$ cat src/rtl/exc_code_pipe_pkg.sv
// Shared ExcCode values and default reset / handler-entry PCs for the exception-code pipeline.
package exc_code_pipe_pkg;

  localparam int CODE_W = 5;
  localparam int PC_W   = 32;

  localparam logic [CODE_W-1:0] EXC_NONE    = 5'd0;
  localparam logic [CODE_W-1:0] EXC_INT     = 5'd0;
  localparam logic [CODE_W-1:0] EXC_ADEL    = 5'd4;
  localparam logic [CODE_W-1:0] EXC_ADES    = 5'd5;
  localparam logic [CODE_W-1:0] EXC_SYSCALL = 5'd8;
  localparam logic [CODE_W-1:0] EXC_RI      = 5'd10;
  localparam logic [CODE_W-1:0] EXC_OV      = 5'd12;

  localparam logic [PC_W-1:0] RESET_PC = 32'h0000_3000;
  localparam logic [PC_W-1:0] FLUSH_PC = 32'h0000_4180;

endpackage

$ cat src/rtl/exc_code_pipe_if.sv
// Handshake bundle between the pipeline control (master) and the exception-code pipe (slave).
interface exc_code_pipe_if #(
  parameter int STAGES = 3,
  parameter int CODE_W = exc_code_pipe_pkg::CODE_W,
  parameter int PC_W   = exc_code_pipe_pkg::PC_W
);

  logic [CODE_W-1:0]        f_exc_code;
  logic [PC_W-1:0]          f_pc;
  logic                     f_bd;
  logic                     f_valid;
  logic [STAGES*CODE_W-1:0] stage_code;
  logic [STAGES-1:0]        stall;
  logic                     flush;
  logic                     int_req;

  logic [CODE_W-1:0]        exc_code_out;
  logic [PC_W-1:0]          exc_pc_out;
  logic                     exc_bd_out;
  logic                     exc_req;
  logic [STAGES*CODE_W-1:0] stage_code_q;

  modport master (
    output f_exc_code, f_pc, f_bd, f_valid, stage_code, stall, flush, int_req,
    input  exc_code_out, exc_pc_out, exc_bd_out, exc_req, stage_code_q
  );

  modport slave (
    input  f_exc_code, f_pc, f_bd, f_valid, stage_code, stall, flush, int_req,
    output exc_code_out, exc_pc_out, exc_bd_out, exc_req, stage_code_q
  );

endinterface

$ cat src/rtl/exc_code_pipe_stage_reg.sv
// One pipe register {code, pc, bd, valid} plus its older-first code merge; 1-cycle register.
// Update order: reset, flush, own stall (hold), upstream stall (bubble), else load.
module exc_code_pipe_stage_reg
  import exc_code_pipe_pkg::*;
#(
  parameter int               CODE_W   = exc_code_pipe_pkg::CODE_W,
  parameter int               PC_W     = exc_code_pipe_pkg::PC_W,
  parameter logic [PC_W-1:0]  RESET_PC = PC_W'(exc_code_pipe_pkg::RESET_PC),
  parameter logic [PC_W-1:0]  FLUSH_PC = PC_W'(exc_code_pipe_pkg::FLUSH_PC)
) (
  input  logic              clk,
  input  logic              reset,
  input  logic              flush,
  input  logic              stall,
  input  logic              stall_prev,
  input  logic [CODE_W-1:0] in_code,
  input  logic [PC_W-1:0]   in_pc,
  input  logic              in_bd,
  input  logic              in_valid,
  input  logic [CODE_W-1:0] local_code,
  output logic [CODE_W-1:0] code_q,
  output logic [PC_W-1:0]   pc_q,
  output logic              bd_q,
  output logic              valid_q,
  output logic [CODE_W-1:0] merged_code
);

  logic [CODE_W-1:0] code_d;
  logic [PC_W-1:0]   pc_d;
  logic              bd_d;
  logic              valid_d;

  always_comb begin
    code_d  = in_code;
    pc_d    = in_pc;
    bd_d    = in_bd;
    valid_d = in_valid;
    if (flush) begin
      code_d  = CODE_W'(EXC_NONE);
      pc_d    = FLUSH_PC;
      bd_d    = 1'b0;
      valid_d = 1'b0;
    end else if (stall) begin
      code_d  = code_q;
      pc_d    = pc_q;
      bd_d    = bd_q;
      valid_d = valid_q;
    end else if (stall_prev) begin
      // Bubble keeps the upstream pc/bd so the macroscopic PC stays usable for interrupts.
      code_d  = CODE_W'(EXC_NONE);
      valid_d = 1'b0;
    end
  end

  always_ff @(posedge clk) begin
    if (reset) begin
      code_q  <= CODE_W'(EXC_NONE);
      pc_q    <= RESET_PC;
      bd_q    <= 1'b0;
      valid_q <= 1'b0;
    end else begin
      code_q  <= code_d;
      pc_q    <= pc_d;
      bd_q    <= bd_d;
      valid_q <= valid_d;
    end
  end

  // Older exception already recorded for this instruction always beats the local one.
  assign merged_code = (code_q != CODE_W'(EXC_NONE)) ? code_q : local_code;

endmodule

$ cat src/rtl/exc_code_pipe.sv
// Exception-code pipe: STAGES registers carry {code, pc, bd, valid}; F code reaches CP0 after
// STAGES cycles, stage codes appear combinationally; stalls hold/bubble, flush clears every register.
module exc_code_pipe
  import exc_code_pipe_pkg::*;
#(
  parameter int               STAGES   = 3,
  parameter int               CODE_W   = exc_code_pipe_pkg::CODE_W,
  parameter int               PC_W     = exc_code_pipe_pkg::PC_W,
  parameter logic [PC_W-1:0]  RESET_PC = PC_W'(exc_code_pipe_pkg::RESET_PC),
  parameter logic [PC_W-1:0]  FLUSH_PC = PC_W'(exc_code_pipe_pkg::FLUSH_PC)
) (
  input logic            clk,
  input logic            reset,
  exc_code_pipe_if.slave bus
);

  logic [STAGES-1:0][CODE_W-1:0] code_q;
  logic [STAGES-1:0][CODE_W-1:0] merged;
  logic [STAGES-1:0][CODE_W-1:0] local_code;
  logic [STAGES-1:0][PC_W-1:0]   pc_q;
  logic [STAGES-1:0]             bd_q;
  logic [STAGES-1:0]             valid_q;

  assign local_code = bus.stage_code;

  for (genvar k = 0; k < STAGES; k++) begin : g_stage
    logic [CODE_W-1:0] in_code;
    logic [PC_W-1:0]   in_pc;
    logic              in_bd;
    logic              in_valid;
    logic              stall_prev;

    if (k == 0) begin : g_head
      assign in_code    = bus.f_exc_code;
      assign in_pc      = bus.f_pc;
      assign in_bd      = bus.f_bd;
      assign in_valid   = bus.f_valid;
      assign stall_prev = 1'b0;
    end else begin : g_tail
      assign in_code    = merged[k-1];
      assign in_pc      = pc_q[k-1];
      assign in_bd      = bd_q[k-1];
      assign in_valid   = valid_q[k-1];
      assign stall_prev = bus.stall[k-1];
    end

    exc_code_pipe_stage_reg #(
      .CODE_W   (CODE_W),
      .PC_W     (PC_W),
      .RESET_PC (RESET_PC),
      .FLUSH_PC (FLUSH_PC)
    ) u_reg (
      .clk         (clk),
      .reset       (reset),
      .flush       (bus.flush),
      .stall       (bus.stall[k]),
      .stall_prev  (stall_prev),
      .in_code     (in_code),
      .in_pc       (in_pc),
      .in_bd       (in_bd),
      .in_valid    (in_valid),
      .local_code  (local_code[k]),
      .code_q      (code_q[k]),
      .pc_q        (pc_q[k]),
      .bd_q        (bd_q[k]),
      .valid_q     (valid_q[k]),
      .merged_code (merged[k])
    );
  end

  logic [CODE_W-1:0] merged_last;
  logic              valid_last;

  assign merged_last = merged[STAGES-1];
  assign valid_last  = valid_q[STAGES-1];

  // Interrupts outrank everything and report code 0 against the current macroscopic PC.
  always_comb begin
    bus.exc_req      = bus.int_req | (valid_last & (merged_last != CODE_W'(EXC_NONE)));
    bus.exc_code_out = CODE_W'(EXC_NONE);
    if (bus.int_req) begin
      bus.exc_code_out = CODE_W'(EXC_INT);
    end else if (valid_last) begin
      bus.exc_code_out = merged_last;
    end
  end

  assign bus.exc_pc_out   = pc_q[STAGES-1];
  assign bus.exc_bd_out   = bd_q[STAGES-1];
  assign bus.stage_code_q = code_q;

endmodule

$ cat src/flat_wrapper.sv
// flat-port wrapper written by rule: the top's interface ports become plain ports
module exc_code_pipe_flat import exc_code_pipe_pkg::*;
#(
  parameter int               STAGES   = 3,
  parameter int               CODE_W   = exc_code_pipe_pkg::CODE_W,
  parameter int               PC_W     = exc_code_pipe_pkg::PC_W,
  parameter logic [PC_W-1:0]  RESET_PC = PC_W'(exc_code_pipe_pkg::RESET_PC),
  parameter logic [PC_W-1:0]  FLUSH_PC = PC_W'(exc_code_pipe_pkg::FLUSH_PC)
)
  (clk, reset, bus_f_exc_code, bus_f_pc, bus_f_bd, bus_f_valid, bus_stage_code, bus_stall, bus_flush, bus_int_req, bus_exc_code_out, bus_exc_pc_out, bus_exc_bd_out, bus_exc_req, bus_stage_code_q);
  exc_code_pipe_if #(.STAGES(STAGES), .CODE_W(CODE_W), .PC_W(PC_W)) bus_i ();
  input logic clk;
  input logic reset;
  input wire logic [$bits(bus_i.f_exc_code)-1:0] bus_f_exc_code;
  input wire logic [$bits(bus_i.f_pc)-1:0] bus_f_pc;
  input wire logic [$bits(bus_i.f_bd)-1:0] bus_f_bd;
  input wire logic [$bits(bus_i.f_valid)-1:0] bus_f_valid;
  input wire logic [$bits(bus_i.stage_code)-1:0] bus_stage_code;
  input wire logic [$bits(bus_i.stall)-1:0] bus_stall;
  input wire logic [$bits(bus_i.flush)-1:0] bus_flush;
  input wire logic [$bits(bus_i.int_req)-1:0] bus_int_req;
  output wire logic [$bits(bus_i.exc_code_out)-1:0] bus_exc_code_out;
  output wire logic [$bits(bus_i.exc_pc_out)-1:0] bus_exc_pc_out;
  output wire logic [$bits(bus_i.exc_bd_out)-1:0] bus_exc_bd_out;
  output wire logic [$bits(bus_i.exc_req)-1:0] bus_exc_req;
  output wire logic [$bits(bus_i.stage_code_q)-1:0] bus_stage_code_q;
  assign bus_i.f_exc_code = bus_f_exc_code;
  assign bus_i.f_pc = bus_f_pc;
  assign bus_i.f_bd = bus_f_bd;
  assign bus_i.f_valid = bus_f_valid;
  assign bus_i.stage_code = bus_stage_code;
  assign bus_i.stall = bus_stall;
  assign bus_i.flush = bus_flush;
  assign bus_i.int_req = bus_int_req;
  assign bus_exc_code_out = bus_i.exc_code_out;
  assign bus_exc_pc_out = bus_i.exc_pc_out;
  assign bus_exc_bd_out = bus_i.exc_bd_out;
  assign bus_exc_req = bus_i.exc_req;
  assign bus_stage_code_q = bus_i.stage_code_q;
  exc_code_pipe #(.STAGES(STAGES), .CODE_W(CODE_W), .PC_W(PC_W), .RESET_PC(RESET_PC), .FLUSH_PC(FLUSH_PC)) u_core (.clk(clk), .reset(reset), .bus(bus_i));
endmodule
$ cat config.mk
export PLATFORM = sky130hd
export DESIGN_NAME = exc_code_pipe_flat
export DESIGN_NICKNAME = d
export VERILOG_FILES = /design/src/rtl/exc_code_pipe_pkg.sv /design/src/rtl/exc_code_pipe_if.sv /design/src/rtl/exc_code_pipe_stage_reg.sv /design/src/rtl/exc_code_pipe.sv /design/src/flat_wrapper.sv
export SDC_FILE = /design/constraint.sdc
export NUM_CORES = 1
export LEC_CHECK = 0
export CORE_MARGIN = 10
export CORE_UTILIZATION = 35
export CTS_CLUSTER_DIAMETER = 200
export DETAILED_ROUTE_END_ITERATION = 8
export GPL_TIMING_DRIVEN = 0
export PLACE_DENSITY = 0.6
export SYNTH_ARGS = -nofsm -noshare
export SYNTH_HDL_FRONTEND = slang
export SYNTH_SLANG_ARGS = --single-unit
$ cat constraint.sdc
create_clock -name clk -period 1.29 [get_ports clk]
set_clock_uncertainty 0.15 [all_clocks]
set_input_delay 0.129 -clock clk [delete_from_list [all_inputs] [get_ports clk]]
set_output_delay 0.129 -clock clk [all_outputs]
set_load 0.05 [all_outputs]
==> summary by stage <==
Floorplanning
The floorplan step defined a die boundary enclosing 17700 um^2. Measured along the y axis, the die boundary spans 133 um. Measured along the x axis, the die boundary spans 133 um.

The number of placement rows is 41. The floorplan core area is 12600 um^2. The initial core utilization is 0.356. 115 I/O pins were placed.

Routing
The count of TritonRoute iterations in the first routing pass is 4. The number of vias after detailed routing is 3606. The post-route antenna net violation count is 0.

The number of vias per cell is 4.80. The initial detailed-routing violation count is 153. The sum of routed wire length over all layers is 12400 um. The total DRC errors in the routed layout is 0. The average detailed-routed wire length per instance is 16.5 um.

Final layout
In the final layout, the share of cells above drive strength 1 is 0.245. Excluding fillers, the count of instances in the completed layout stands at 751. Fill cells in the final layout number 1161.

For this run, the post-layout net count is 627. At the end of the flow the core is filled with cells to 0.521. The number of diodes is 0. The synthesis-to-finish area growth is 46.7%.

Synthesis
Averaged over all synthesized cells, the footprint is 10.3 um^2. In this run, synthesis produced a sequential element count of 117. The fraction of post-synthesis cell area in the top cell type by area is 0.524.

The number of nets in the synthesized netlist is 493. The library cell with the highest instance count after synthesis is sky130_fd_sc_hd__dfxtp_1. The most used flip-flop cell after synthesis is sky130_fd_sc_hd__dfxtp_1. Counting flops with an async set or reset pin after synthesis yields a share of 0. Counting every instance in the synthesized netlist gives 432. By count the netlist is led by sky130_fd_sc_hd__dfxtp_1 (117), sky130_fd_sc_hd__nor2_1 (114), sky130_fd_sc_hd__mux2i_1 (96).

The number of flops mapped to enable cells by yosys is 0. The largest total area in the synthesized netlist belongs to sky130_fd_sc_hd__dfxtp_1. Yosys printed 0 warnings. The cell area that synthesis handed to floorplanning was 4470 um^2. The fraction of the yosys area taken by sequential cells is 0.524. In the post-synthesis netlist, the biggest area contributors are sky130_fd_sc_hd__dfxtp_1 (52%), sky130_fd_sc_hd__mux2i_1 (22%), sky130_fd_sc_hd__nor2_1 (9.6%). The count of cell types in the netlist is 27.

Setup path
The required time of the critical path is 1.01 ns. The endpoint arrival time on the critical path is 1.53 ns. The endpoint type of the worst setup path is an output pin. The type of the worst setup path is reg -> out. The maximum fanout along the worst path is 5.

The startpoint identified for the worst register-to-register timing path is u_core.g_stage[0].u_reg.code_q[4]$_SDFFE_PP0N_. The number of cells on the worst reg-to-reg path is 3. The worst register-to-register path ends at u_core.g_stage[1].u_reg.code_q[2]$_SDFFE_PP0N_. The register-to-register path setup slack is 0.14 ns. The launching element type of the critical path is a register.

STA
The highest clock rate is 0.553 GHz. Summed over all failing endpoints, the final setup total negative slack is -2.93 ns. Headroom to the max-slew limit came out at 0.696. Once routing completed, OpenROAD measured the worst setup slack at -0.517 ns. The final setup violation count is 7. The count of pins over their slew limit came to 0. The final period utilization is 1.40.

The total count of hold-check failures in the final report is 4. For the pin with the worst max-slew slack, the measured transition is 0.454 ns. The time the worst path needs with I/O delays and setup is 1.81 ns. The worst hold-check slack is -0.00441 ns.

Setup repair after global routing could not meet its margin everywhere.

Clocking
Clock-pin slew was measured on the worst setup and hold paths at 0.05 ns. The root cell of the clock tree is sky130_fd_sc_hd__clkbuf_16. The clock latency of the later-clocked register in the worst-skew pair is 0.40 ns. TritonCTS built the clock tree. The clock passes through at most 2 buffers.

In this run the number of H-tree levels came out at 4. The sink count of the clock tree is 117. The clock buffer count from CTS is 17.

GRT
The global router's overall resource usage is 0.138. The first global-routing pass estimated 19500 um of wire. The number of antenna violations at the first check in global routing is 1.

The pin count of the biggest net entering global routing is 17. The number of global-route vias before repair is 3761. After global routing the overflow that remains totals 0.

Pwr
The peak ir drop on the vdd network is 0.707 mV. Summed over all cells, the static leakage comes to 2.73 nW. For this design the ratio of total power to cell area is 1400 nW/um^2. The design draws 9.16 mW.

Hold path
Along the worst hold path, the cell count comes to 2. The start point of the worst min-delay path is reset. The sink of the worst hold path is u_core.g_stage[1].u_reg.pc_q[12]$_SDFFE_PP1P_. In this run the worst hold path is classified as in -> reg.

Flow run
The number of maximum-capacitance violations is 0.

Placed design
The final RePlAce weighted congestion is 0.829. Summed over all nets, the half-perimeter wirelength after detailed placement is 9010 um. The instance count after placement with tap cells included is 715. At the placement stage, the worst setup path has a slack of -0.980 ns. The total of buffers placed on input and output ports is 111.

Outcome
The run finished, with violations left. The final reports fail on hold timing, setup timing.
-- stage by stage --
step           hold slack [ns]  area (um^2)
2_1_floorplan           0.0858         4550
3_3_place_gp             0.313         5870
3_5_place_dp             0.324         5870
4_1_cts                 0.0335         6440
5_1_grt                 0.0334         6550
6_report              -0.00441         6550
-- what timing repair did --
action / 4_1_cts / 5_1_grt
endpoints found under the setup margin: 66 / 86
pin swaps: 2 / 1
gates resized for setup: 351 / 36
gates cloned: 0 / 0
hold buffers: 1 / 0
endpoints found under the hold margin: 5 / 0
buffers inserted: 2 / 1
-- per-layer routing --
layer	vias up	global-route usage	wire length, um
li1	1766	-	-
met1	1716	0.162	5590
met2	107	0.224	5820
met3	15	0.0568	823
met4	2	0.0434	120
met5	-	0	11
-- worst max path at each step --
| stage | start | endpoint | slack (ns) | depth (start not counted) |
|---|---|---|---|---|
| after floorplan | u_core.g_stage[2].u_reg.code_q[2]$_SDFFE_PP0N_ | bus_exc_code_out[0] | -0.12 | 3 |
| after global placement | bus_int_req | bus_exc_code_out[0] | -0.94 | 4 |
| after detailed placement | bus_int_req | bus_exc_code_out[0] | -0.98 | 4 |
| after CTS | u_core.g_stage[2].u_reg.code_q[2]$_SDFFE_PP0N_ | bus_exc_req | -0.53 | 4 |
| after global routing | u_core.g_stage[2].u_reg.code_q[1]$_SDFFE_PP0N_ | bus_exc_req | -0.60 | 4 |
| final | u_core.g_stage[2].u_reg.code_q[1]$_SDFFE_PP0N_ | bus_exc_code_out[3] | -0.52 | 5 |
-- worst max-delay path: stages (launching register included) --
cell,delay (ns)
sky130_fd_sc_hd__dfxtp_4,0.36
sky130_fd_sc_hd__nor3_4,0.25
sky130_fd_sc_hd__buf_4,0.17
sky130_fd_sc_hd__a31oi_4,0.09
sky130_fd_sc_hd__nor2_4,0.10
sky130_fd_sc_hd__buf_8,0.15
-- layout by cell type, fill, tap and decap left out, types with 4 or more instances in the layout --
master,n
sky130_fd_sc_hd__a211oi_1,9
sky130_fd_sc_hd__o21bai_1,6
sky130_fd_sc_hd__dfxtp_1,102
sky130_fd_sc_hd__dfxtp_2,11
sky130_fd_sc_hd__clkbuf_4,9
sky130_fd_sc_hd__clkbuf_1,5
sky130_fd_sc_hd__nor2b_1,9
sky130_fd_sc_hd__buf_6,39
sky130_fd_sc_hd__o22ai_1,6
sky130_fd_sc_hd__mux2i_1,96
sky130_fd_sc_hd__nor2_1,108
sky130_fd_sc_hd__nand3b_1,10
sky130_fd_sc_hd__buf_8,4
sky130_fd_sc_hd__clkbuf_16,18
sky130_fd_sc_hd__nor2_4,6
sky130_fd_sc_hd__dfxtp_4,4
sky130_fd_sc_hd__clkdlybuf4s50_1,56
sky130_fd_sc_hd__buf_4,20
sky130_fd_sc_hd__a21oi_1,6
sky130_fd_sc_hd__buf_2,11
sky130_fd_sc_hd__a22oi_1,10
sky130_fd_sc_hd__clkbuf_8,4
-- where the power goes --
group          switching [mW]  internal, mW
clock network            1.55          2.96
logic                   0.446         0.433
registers              0.0616          3.70
total                    2.06          7.09
-- registers in the layout, summed over array words and instances, names as in the netlist --
name / cells
u_core.g_stage.u_reg.bd_q: 3
u_core.g_stage.u_reg.code_q: 15
u_core.g_stage.u_reg.pc_q: 96
u_core.g_stage.u_reg.valid_q: 3
-- layout make-up --
class	count	area (um^2)	area share
Sequential cell	117	2370	0.362
Multi-Input combinational cell	285	2010	0.307
Timing Repair Buffer	115	1140	0.174
Clock buffer	25	517	0.0789
Buffer	29	229	0.0349
Tap cell	172	215	0.0328
Clock inverter	7	67.6	0.0103
Inverter	1	3.75	0.000573
-- cell families after synthesis --
family | synth area share
buffers and inverters | 0.0479
DFF | 0.524
muxes | 0.215
AOI/OAI and AO/OA | 0.0655
and+or+nand+nor | 0.147
Note: power is estimated with default switching activity, not from simulation.
